--- src/rtl/rr_mux4_arbiter.sv ---
// rr_mux4_arbiter
//  A round-robin arbiter that shares one 4:1 mux datapath between four requesters
//  and feeds a single valid/ready output port.
//  The arbiter grants one owner at a time. A grant lasts for a burst of at most
//  MAX_BURST beats, and exactly one IDLE bubble cycle separates consecutive grants.
//  The registered owner index drives the mux select pins directly:
//      sel_s0 = owner bit 1, sel_s1 = owner bit 0.
//  Optional build macro PRIO_FIXED_EN selects fixed priority (req0 highest).
//  Fixed priority leaves the round-robin pointer frozen at 0.
module rr_mux4_arbiter #(
    parameter int DATA_W    = 8,
    parameter int MAX_BURST = 4
) (
    input  logic              clk,
    input  logic              rst_n,
    input  logic [3:0]        req,
    input  logic [DATA_W-1:0] d0,
    input  logic [DATA_W-1:0] d1,
    input  logic [DATA_W-1:0] d2,
    input  logic [DATA_W-1:0] d3,
    input  logic              out_ready,
    output logic              out_valid,
    output logic [DATA_W-1:0] out_data,
    output logic [3:0]        gnt,
    output logic [3:0]        ack,
    output logic              sel_s0,
    output logic              sel_s1
);

    localparam int               CNT_W     = $clog2(MAX_BURST) + 1;
    localparam logic [CNT_W-1:0] LAST_BEAT = CNT_W'(MAX_BURST - 1);

    typedef enum logic {
        ST_IDLE  = 1'b0,
        ST_GRANT = 1'b1
    } state_e;

    state_e            state_q;
    logic [3:0]        gnt_q;
    logic [1:0]        owner_q;
    logic [1:0]        ptr_q;
    logic [1:0]        ptr_d;
    logic [CNT_W-1:0]  beat_cnt_q;

    logic [1:0]        winner_s;
    logic              owner_req_s;
    logic              valid_s;
    logic              beat_s;
    logic              release_s;
    logic [DATA_W-1:0] mux_data_s;

    // This function returns the first requester found by scanning start, start+1, ... modulo 4.
    // The 2-bit index wraps naturally, so no explicit modulo is needed.
    function automatic logic [1:0] rr_pick(input logic [3:0] r, input logic [1:0] start);
        logic [1:0] idx;
        logic [1:0] pick;
        logic       found;
        pick  = start;
        found = 1'b0;
        for (int k = 0; k < 4; k++) begin
            idx = start + 2'(k);
            if (!found && r[idx]) begin
                pick  = idx;
                found = 1'b1;
            end else begin
                found = found;
            end
        end
        return pick;
    endfunction

    // This block picks the next owner from the current search pointer.
    always_comb begin
        winner_s = rr_pick(req, ptr_q);
    end

    // This block computes the pointer loaded on release.
    // With fixed priority the pointer never leaves 0, so the search always starts at req0.
    always_comb begin
`ifdef PRIO_FIXED_EN
        ptr_d = ptr_q;
`else
        ptr_d = owner_q + 2'd1;
`endif
    end

    // This block handles the handshake qualification.
    // Valid is only meaningful while a grant is held.
    always_comb begin
        owner_req_s = req[owner_q];
        valid_s     = (state_q == ST_GRANT) && owner_req_s;
        beat_s      = valid_s && out_ready;
        release_s   = (!owner_req_s) || (beat_s && (beat_cnt_q == LAST_BEAT));
    end

    // This block steers the owner's data through the shared 4:1 mux.
    always_comb begin
        case (owner_q)
            2'd0:    mux_data_s = d0;
            2'd1:    mux_data_s = d1;
            2'd2:    mux_data_s = d2;
            2'd3:    mux_data_s = d3;
            default: mux_data_s = d0;
        endcase
    end

    // This block is the arbitration FSM: grant, burst counting and release.
    always_ff @(posedge clk or negedge rst_n) begin
        if (!rst_n) begin
            state_q    <= ST_IDLE;
            gnt_q      <= 4'b0000;
            owner_q    <= 2'd0;
            ptr_q      <= 2'd0;
            beat_cnt_q <= '0;
        end else begin
            case (state_q)
                ST_IDLE: begin
                    if (|req) begin
                        state_q    <= ST_GRANT;
                        gnt_q      <= 4'b0001 << winner_s;
                        owner_q    <= winner_s;
                        beat_cnt_q <= '0;
                    end else begin
                        state_q    <= ST_IDLE;
                    end
                end
                ST_GRANT: begin
                    if (release_s) begin
                        // owner_q is kept so the mux select does not move while idle
                        state_q    <= ST_IDLE;
                        gnt_q      <= 4'b0000;
                        ptr_q      <= ptr_d;
                        beat_cnt_q <= '0;
                    end else if (beat_s) begin
                        beat_cnt_q <= beat_cnt_q + CNT_W'(1);
                    end else begin
                        beat_cnt_q <= beat_cnt_q;
                    end
                end
                default: begin
                    state_q    <= ST_IDLE;
                    gnt_q      <= 4'b0000;
                    beat_cnt_q <= '0;
                end
            endcase
        end
    end

    assign out_valid = valid_s;
    assign out_data  = mux_data_s;
    assign gnt       = gnt_q;
    assign ack       = gnt_q & {4{beat_s}};
    assign sel_s0    = owner_q[1];
    assign sel_s1    = owner_q[0];

endmodule
--- config.mk ---
export PLATFORM = sky130hd
export DESIGN_NAME = rr_mux4_arbiter
export DESIGN_NICKNAME = d
export VERILOG_FILES = /design/src/rtl/rr_mux4_arbiter.sv
export SDC_FILE = /design/constraint.sdc
export NUM_CORES = 1
export LEC_CHECK = 0
export CORE_MARGIN = 1
export CORE_UTILIZATION = 45
export CTS_BUF_LIST = sky130_fd_sc_hd__clkbuf_2 sky130_fd_sc_hd__clkbuf_4 sky130_fd_sc_hd__clkbuf_8
export CTS_CLUSTER_DIAMETER = 100
export DETAILED_ROUTE_END_ITERATION = 10
export DONT_BUFFER_PORTS = 1
export GPL_TIMING_DRIVEN = 1
export PLACE_DENSITY = 0.61
export SLEW_MARGIN = 15
export SYNTH_ARGS = -nofsm -noshare
export SYNTH_HDL_FRONTEND = slang
export SYNTH_SLANG_ARGS = --single-unit
--- constraint.sdc ---
create_clock -name clk -period 2.3 [get_ports clk]
set_clock_uncertainty 0.2 [all_clocks]
set_input_delay 0.23 -clock clk [delete_from_list [all_inputs] [get_ports clk]]
set_output_delay 0.23 -clock clk [all_outputs]
set_load 0.005 [all_outputs]
# After elaboration in Yosys (flattened, before gate mapping)
# Index checks and enable logic that the tools add are counted.
# totals
output_inout_bits	19
elab_cells	69
register_bits	12
inputBits	39
# op_classes
n_lt_le_gt_ge	5
bitwise	2
n_addsub	5
shift	1
n_reduce_logical	17
mux	27
n_eq_ne	7
# op_table
operator	count
$pmux W8 S4	1
$lt A2 B3 Y1 const B	5
$bmux W1 S2	5
$mux W1	10
$mux W3	3
$mux W4	2
$pmux W4 S2	1
$reduce_and A2 Y1	4
$logic_and A1 B1 Y1	6
$mux W2	3
$pmux W3 S2	1
$add A2 B1 Y2 const B	2
$add A2 B2 Y2 const B	2
$and A4 B4 Y4	1
$eq A2 B2 Y1 const B	2
$logic_not A1 Y1	4
$reduce_or A4 Y1	1
$shl A1 B2 Y4 const A	1
$add A3 B1 Y3 const B	1
$eq A3 B2 Y1 const B	1
$ne A3 B1 Y1 const B	1
$eq A2 B1 Y1 const B	1
$logic_not A2 Y1	1
$ne A2 B1 Y1 const B	1
other kinds (4)	4

# Logic depth before layout (Yosys ltp)
# Gate-level depths: netlist of the first run.
# logic_depth
depth_word	15
ltp_mapped	5
ltp_nobuf	5

# Least setup slack after synthesis of the first run
# No wires, ideal clock.
# synth_timing
kind	register -> register
startpoint	register owner_q[0]
endpoint	register gnt_q[0] (netlist: gnt[0])
period_less_slack_ns	2.011
arrival_time_ns	1.690
required_time_ns	1.979
path_stages_with_launch	6
n_path_buf	1
setup_time_ns	0.121
slack_ns	0.289
cell_sequence	dfrtp_1 > mux4_2 > and2_4 > buf_6 > a22o_4 > a22o_1
# synth_via
elab_chain_len	8
elab_cells_between_ends	9
cone_classes	eq/ne: 1; mux: 2; reduce/logical: 6
# synth_rtl
item	line	text
from (decl)	40	logic [1:0] owner_q;
from (signal assigned)	121	owner_q <= winner_s;
$bmux W1 S2	90	owner_req_s = req[owner_q];
$mux W1 (not written as such)	90	
$logic_and A1 B1 Y1	91	valid_s = (state_q == ST_GRANT) && owner_req_s;
via out_valid	22	output logic out_valid,
$logic_and A1 B1 Y1	92	beat_s = valid_s && out_ready;
$logic_and A1 B1 Y1	93	release_s = (!owner_req_s) || (beat_s && (beat_cnt_q == LAST_BEAT));
$logic_or A1 B1 Y1	93	
$ne A2 B1 Y1 (no source line)	--	
$reduce_and A2 Y1 (no source line)	--	
to (signal assigned)	120	gnt_q <= 4'b0001 << winner_s;
to (decl)	39	logic [3:0] gnt_q;
# The timed path passes the listed nets, and every way through them passes these cells. The select of a mux whose other input is x is not followed.
# A chain may end at the register's enable or synchronous reset.

# Worst setup path after layout of the first run
# layout_timing
startpoint	register owner_q[0]
endpoint	output port ack[1]
# layout_via
elab_chain_len	5
# layout_rtl
item	line	text
$bmux W1 S2	90	
$mux W1 (not written as such)	90	
$logic_and A1 B1 Y1	91	
via out_valid	22	
$logic_and A1 B1 Y1	92	
$and A4 B4 Y4	152	assign ack = gnt_q & {4{beat_s}};
to (decl)	25	output logic [3:0] ack,
# The timed path passes the listed nets, and every way through them passes these cells. The select of a mux whose other input is x is not followed.

==> impl_metrics.py, run 1 <==
metrics = {
    "run_status": {
        "status": "complete, no violations",
    },
    "route": {
        "wl_um": 2030,
        "avgViaCountPerCell": 6.34,
        "wl_per_cell_um": 15.9,
        "via_count": 811,
        "drt_pass1_iterations": 5,
        "dr.first_iter.drc_count": 29,
        "drc_errors": 0,
        "postRouteAntennaNets": 0,
    },
    "floorplan": {
        "boundaryPins": 58,
        "fp-row-count": 16,
        "dieArea_um2": 2310,
        "die_y_um": 48.0,
        "initial_utilization_pct": 48.1,
        "fp.dieW_um": 48.0,
        "floorplan.core_area_um2": 1980,
    },
    "pwr": {
        "power_density_nw_per_um2": 1200,
        "peakVddDrop_mv": 0.627,
        "p_clk_share_pct": 13.9,
        "p_sw_mw": 0.525,
        "sequentialPowerShare_pct": 32.1,
        "p_leak_nw": 0.487,
        "swShare_pct": 42.4,
        "p_int_mw": 0.714,
        "combinationalPowerShare_pct": 54.0,
    },
    "clocking": {
        "cts_tree": "done",
        "cts_num_sinks": 12,
        "ctsRootBufferMaster": "clkbuf_4",
        "clock_latency_ns": 0.27,
        "path_clk_slew_ns": 0.08,
        "cts.path.max_buffers": 2,
        "cts_buffers": 3,
        "cts-htree-levels": 1,
    },
    "worst_setup_path": {
        "worstSetupPathType": "reg2out",
        "path_buf_inv": 0,
        "critPathMaxStageDelay_ns": 0.57,
        "crit_arrival_ns": 1.74,
        "crit_slowest_cell": "mux4_2",
        "cpLargestDelayFamily": "multiplexers",
        "critPathMaxFanout": 8,
        "crit_chain": "mux4_2 -> and2_4 -> and3_2",
        "end_kind": "primary output",
        "crit_path_start_kind": "flip-flop",
        "worstPathRequired_ns": 1.87,
    },
    "cells_and_area": {
        "num_antenna_cells": 0,
        "final_nets": 147,
        "stdcell_area_um2": 1030,
        "syn2layout_area_growth_pct": 8.53,
        "drive_gt1_share_pct": 16.8,
        "fin_cells": 128,
    },
    "synthesis": {
        "avgSynthCellArea_um2": 9.73,
        "synth-edff-count": 0,
        "syn-num-nets": 143,
        "yosysTopAreaCellShare_pct": 31.5,
        "synth_ff_type": "dfrtp_1",
        "synth_cell_types": 32,
        "synthCells": 98,
        "async_flop_share_pct": 100,
        "ys_ff_latch": 12,
        "ys_top_cells_by_area": "dfrtp_1 (31%), mux2i_1 (10%), a222oi_1 (8.4%)",
        "syn_area_um2": 953,
        "post-synth-top-count-cell": "inv_1",
        "ys_seq_area_share_pct": 31.5,
        "yosys_warnings": 0,
        "synth_common_cells": "inv_1 (14), dfrtp_1 (12), mux2i_1 (10)",
        "synth_top_area_cell": "dfrtp_1",
    },
    "global_routing": {
        "overflow": 0,
        "grt_pass1_wl_um": 2970,
        "antenna_found_initial": 0,
        "grt_pass1_vias": 714,
        "grtUsageMet3_pct": 3.40,
        "grt_use_met2_pct": 31.9,
        "grt_max_degree": 13,
        "gr-usage-all-layers_pct": 18.7,
        "gr-max-usage-layer": "met2",
        "grt_util_met1_pct": 22.9,
    },
    "worst_hold_path": {
        "hold_path_class": "in2reg",
    },
    "sta": {
        "setup-tns-final_ns": 0,
        "slew_headroom_pct": 62.6,
        "worstMarginPinSlew_ns": 0.560,
        "rsz0062_at_grt": "false",
        "finalCriticalPeriod_ns": 2.17,
        "slew_viol_final": 0,
        "finalSetupViolations": 0,
        "timing.final.crit_share_pct": 94.6,
        "hold_viol": 0,
        "fmaxAchievable_mhz": 460,
    },
    "place": {
        "placed_area_um2": 968,
        "hpwl_um": 1620,
        "place_inst": 121,
        "numPortBuffers": 0,
        "gp_congestion": 0.783,
    },
    "run": {
        "cap_violations": 0,
    },
}
==> power groups by stage <==
stage	sequential [mW]	clock (mW)	combinational, mW
after floorplan	0.377	0	0.586
after global placement	0.401	0	0.654
after detailed placement	0.401	0	0.663
after CTS	0.398	0.171	0.675
after global routing	0.415	0.180	0.757
final	0.398	0.172	0.669
==> area by class of cell <==
cell class / count / area (um2)
flip-flops and latches: 12 / 300
fillers: 177 / 947
multi-input cells: 67 / 574
well taps: 27 / 33.8
repair buffers: 4 / 37.5
inverters: 14 / 52.6
clock buffers: 4 / 36.3
==> logic make-up (layout without fill, tap and decap cells) <==
family / count (synthesis) / after routing / synth area share [%]
AOI/OAI and AO/OA: 30 / 30 / 26.5
adders and majority gates: 6 / 6 / 7.87
buffers and inverters: 19 / 22 / 8.27
DFF: 12 / 12 / 31.5
muxes: 12 / 12 / 14.0
and+or+nand+nor: 19 / 19 / 11.8
==> worst reg2reg max path, stage by stage (launching register included) <==
cell and delay, ns:
dfrtp_1 0.47, mux4_2 0.57, and2_4 0.21, a22o_4 0.24, a22o_1 0.23
==> cells in the final DEF (no fill, tap or decap) <==
cell type / n
inv_1: 14
dfrtp_1: 12
mux2i_1: 10
a222oi_1: 8
ha_1: 6
nand2_1: 5
and3_2: 4
a21oi_1: 3
nor2b_1: 3
o21ai_0: 3
o31ai_1: 3
clkbuf_4: 3
dlygate4sd3_1: 3
nor2_1: 2
a22o_1: 2
o2bb2ai_1: 2
mux4_2: 1
and2_4: 1
nor4_1: 1
a21o_2: 1
a22o_4: 1
nor3b_1: 1
o22a_1: 1
o22a_2: 1
and2b_2: 1
a21boi_0: 1
o21bai_1: 1
a311oi_1: 1
o22ai_1: 1
nand4_1: 1
mux2_2: 1
a22o_2: 1
clkbuf_8: 1
buf_4: 1
==> through the flow <==
stage	hold WS (ns)	util [%]	power, mW	worst slack [ns]
global placement	-0.265	48.9	1.05	0.305
CTS	0.0179	52.2	1.24	0.113
detailed placement	-0.265	48.9	1.06	0.282
floorplan	-0.266	-	0.963	0.289
finish	0.0200	52.2	1.24	0.125
global route	0.0278	52.2	1.35	0.0293
==> sequential cells by signal, indices dropped and copies added (netlist names) <==
name / cells
ptr_q: 2
owner_q: 2
gnt: 4
beat_cnt_q: 3
state_q: 1
==> path summary, 6_finish.rpt <==
| check | from | end | slack [ns] | cells after the start |
|---|---|---|---|---|
| max | owner_q[0]$_DFFE_PN0P_ | ack[1] | 0.13 | 3 |
| min | out_ready | state_q$_DFF_PN0_ | 0.02 | 2 |
| max reg2reg | owner_q[0]$_DFFE_PN0P_ | gnt[0]$_DFFE_PN0P_ | 0.28 | 4 |
| min reg2reg | beat_cnt_q[2]$_DFFE_PN0P_ | beat_cnt_q[2]$_DFFE_PN0P_ | 0.28 | 2 |
| max in group asynchronous | rst_n | owner_q[1]$_DFFE_PN0P_ | 1.35 | 1 |
| min in group asynchronous | rst_n | gnt[1]$_DFFE_PN0P_ | 0.18 | 1 |
==> routing by layer <==
metal  part of all wire, %  vias to the layer above
met5                     0                        -
met4                  0.64                        0
met3                   7.7                        2
met2                    48                       47
met1                    44                      384
li1                      -                      378
==> what timing repair did <==
action                     CTS  global route
hold endpoints to repair    16             0
hold buffers                 3             0
setup endpoints to repair    0             0
resized for setup            0             0
setup buffers                0             0
Power figures use the tool's default switching activity.
==> inputs of run 2 (changes only) <==
--- a/config.mk
+++ b/config.mk
@@ -9,6 +9,7 @@
 export CORE_UTILIZATION = 45
 export CTS_BUF_LIST = sky130_fd_sc_hd__clkbuf_2 sky130_fd_sc_hd__clkbuf_4 sky130_fd_sc_hd__clkbuf_8
 export CTS_CLUSTER_DIAMETER = 100
+export CTS_CLUSTER_SIZE = 20
 export DETAILED_ROUTE_END_ITERATION = 10
 export DONT_BUFFER_PORTS = 1
 export GPL_TIMING_DRIVEN = 1
==> results of run 2 <==
Final layout, timing and power as in run 1 (identical DEF).
==> inputs of run 3 (changes only) <==
--- a/config.mk
+++ b/config.mk
@@ -6,14 +6,14 @@
 export NUM_CORES = 1
 export LEC_CHECK = 0
 export CORE_MARGIN = 1
-export CORE_UTILIZATION = 45
+export CORE_UTILIZATION = 64
 export CTS_BUF_LIST = sky130_fd_sc_hd__clkbuf_2 sky130_fd_sc_hd__clkbuf_4 sky130_fd_sc_hd__clkbuf_8
 export CTS_CLUSTER_DIAMETER = 100
 export CTS_CLUSTER_SIZE = 20
 export DETAILED_ROUTE_END_ITERATION = 10
 export DONT_BUFFER_PORTS = 1
 export GPL_TIMING_DRIVEN = 1
-export PLACE_DENSITY = 0.61
+export PLACE_DENSITY = 0.81
 export SLEW_MARGIN = 15
 export SYNTH_ARGS = -nofsm -noshare
 export SYNTH_HDL_FRONTEND = slang
==> run 3 against run 2 <==
Compared with the run above: fmax decreased by 0.53%; sequential share of layout area increased by 0.43 points; critical path depth unchanged; clock power increased by 3%; via count increased by 4.6%; die area decreased by 29%; sequential power increased by 2%; core utilization increased by 23 points; highest routed layer unchanged.
==> impl_metrics.py, run 3 (synthesis results as in run 1) <==
metrics = {
    "floorplan": {
        "fp.dieW_um": 40.6,
        "die_y_um": 40.6,
        "boundaryPins": 58,
        "fp-row-count": 13,
        "initial_utilization_pct": 70.6,
        "floorplan.core_area_um2": 1350,
        "dieArea_um2": 1650,
    },
    "route": {
        "wl_um": 2320,
        "via_count": 848,
        "wl_per_cell_um": 20.0,
        "drc_errors": 0,
        "dr.first_iter.drc_count": 48,
        "drt_pass1_iterations": 4,
        "postRouteAntennaNets": 0,
        "avgViaCountPerCell": 7.31,
    },
    "worst_setup_path": {
        "r2r_setup_slack_ns": 0.28,
        "reg2reg_depth": 4,
        "crit_arrival_ns": 1.76,
        "worstReg2RegStart": "owner_q[0]$_DFFE_PN0P_",
        "end_kind": "primary output",
        "critPathMaxFanout": 8,
        "worstSetupPathType": "reg2out",
        "timing.rr.end": "gnt[0]$_DFFE_PN0P_",
        "crit_path_start_kind": "flip-flop",
        "worstPathRequired_ns": 1.87,
    },
    "sta": {
        "setup-tns-final_ns": 0,
        "rsz0062_at_grt": "false",
        "timing.final.crit_share_pct": 95.1,
        "slew_viol_final": 0,
        "hold_viol": 0,
        "finalCriticalPeriod_ns": 2.19,
        "finalSetupViolations": 0,
        "fmaxAchievable_mhz": 457,
        "slew_headroom_pct": 60.6,
        "holdWs_ns": 0.0457,
        "worstMarginPinSlew_ns": 0.589,
    },
    "clocking": {
        "path_clk_slew_ns": 0.08,
        "ctsRootBufferMaster": "clkbuf_4",
        "cts_buffers": 3,
        "cts_num_sinks": 12,
        "cts_tree": "done",
        "ctsResizeCount": 0,
        "cts.path.max_buffers": 2,
        "clock_latency_ns": 0.29,
        "cts-htree-levels": 1,
    },
    "global_routing": {
        "grt_pass1_wl_um": 3150,
        "gr-usage-all-layers_pct": 29.7,
        "overflow": 0,
        "grt_pass1_vias": 769,
        "antenna_found_initial": 0,
        "grt_max_degree": 13,
    },
    "place": {
        "hpwl_um": 1770,
        "gp_congestion": 0.747,
        "place_inst": 109,
        "numPortBuffers": 0,
    },
    "cells_and_area": {
        "drive_gt1_share_pct": 16.8,
        "layout_commonest_cell": "inv_1",
        "largest_reg_flops": 4,
        "final_cell_mix": "inv_1 (14), dfrtp_1 (12), mux2i_1 (10), a222oi_1 (8), ha_1 (6)",
        "fin_cells": 116,
        "final_nets": 147,
        "syn2layout_area_growth_pct": 6.96,
        "num_antenna_cells": 0,
    },
    "worst_hold_path": {
        "hold_path_class": "in2reg",
        "min_to": "owner_q[1]$_DFFE_PN0P_",
        "hp-start": "req[3]",
        "holdPathStages": 2,
    },
    "pwr": {
        "p_leak_nw": 0.487,
        "power_density_nw_per_um2": 1240,
        "peakVddDrop_mv": 0.713,
    },
    "run_status": {
        "status": "complete, no violations",
    },
    "run": {
        "cap_violations": 0,
    },
}
## run 3: cell counts in the layout (fill, tap and decap cells not counted)
No cell type changed its count.
## run 3: what timing repair did
item                                   CTS  global route
endpoints found under the hold margin   17             0
setup buffers                            0             0
hold buffers                             3             0
## run 3: per-layer routing
metal / share of wire [%] / GRT usage, % / vias to the layer above
met4: 2.2 / 13.3 / 0
met3: 6.5 / 10.6 / 6
met2: 52 / 50.0 / 51
met1: 40 / 33.3 / 414
met5: 0 / 0 / -
li1: - / - / 377
## run 3: area by class of cell
type	count	area, um2
timing repair buffer	4	37.5
sequential	12	300
clock buffer	4	36.3
multi-input combinational	67	574
tap	15	18.8
fill	94	330
inverter	14	52.6
## run 3: critical path: stages, from the launching register on
cell and delay [ns]:
dfrtp_1 0.48, mux4_2 0.56, and2_4 0.21, and3_2 0.22
## run 3: worst max path at each step
stage | from | endpoint | slack (ns) | cells after the start
4_1_cts | owner_q[0]$_DFFE_PN0P_ | ack[3] | 0.11 | 3
6_report | owner_q[0]$_DFFE_PN0P_ | ack[3] | 0.11 | 3
3_3_place_gp | owner_q[0]$_DFFE_PN0P_ | gnt[0]$_DFFE_PN0P_ | 0.33 | 4
5_1_grt | owner_q[0]$_DFFE_PN0P_ | out_data[3] | 0.001 | 4
3_5_place_dp | owner_q[0]$_DFFE_PN0P_ | gnt[0]$_DFFE_PN0P_ | 0.30 | 4
2_1_floorplan | owner_q[0]$_DFFE_PN0P_ | gnt[0]$_DFFE_PN0P_ | 0.29 | 5
## run 3: through the flow
stage	worst slack [ns]	cell area (um2)	power, mW	utilization (%)
6_report	0.114	1020	1.27	75.5
5_1_grt	0.00129	1020	1.37	75.5
4_1_cts	0.112	1020	1.26	75.5
3_5_place_dp	0.297	953	1.07	70.6
3_3_place_gp	0.329	953	1.04	70.6
2_1_floorplan	0.289	953	0.963	-
## run 3: power by group
group	total (mW)	internal, mW	switching (mW)
clock	0.177	0.0966	0.0801
sequential	0.405	0.297	0.108
combinational	0.684	0.323	0.361
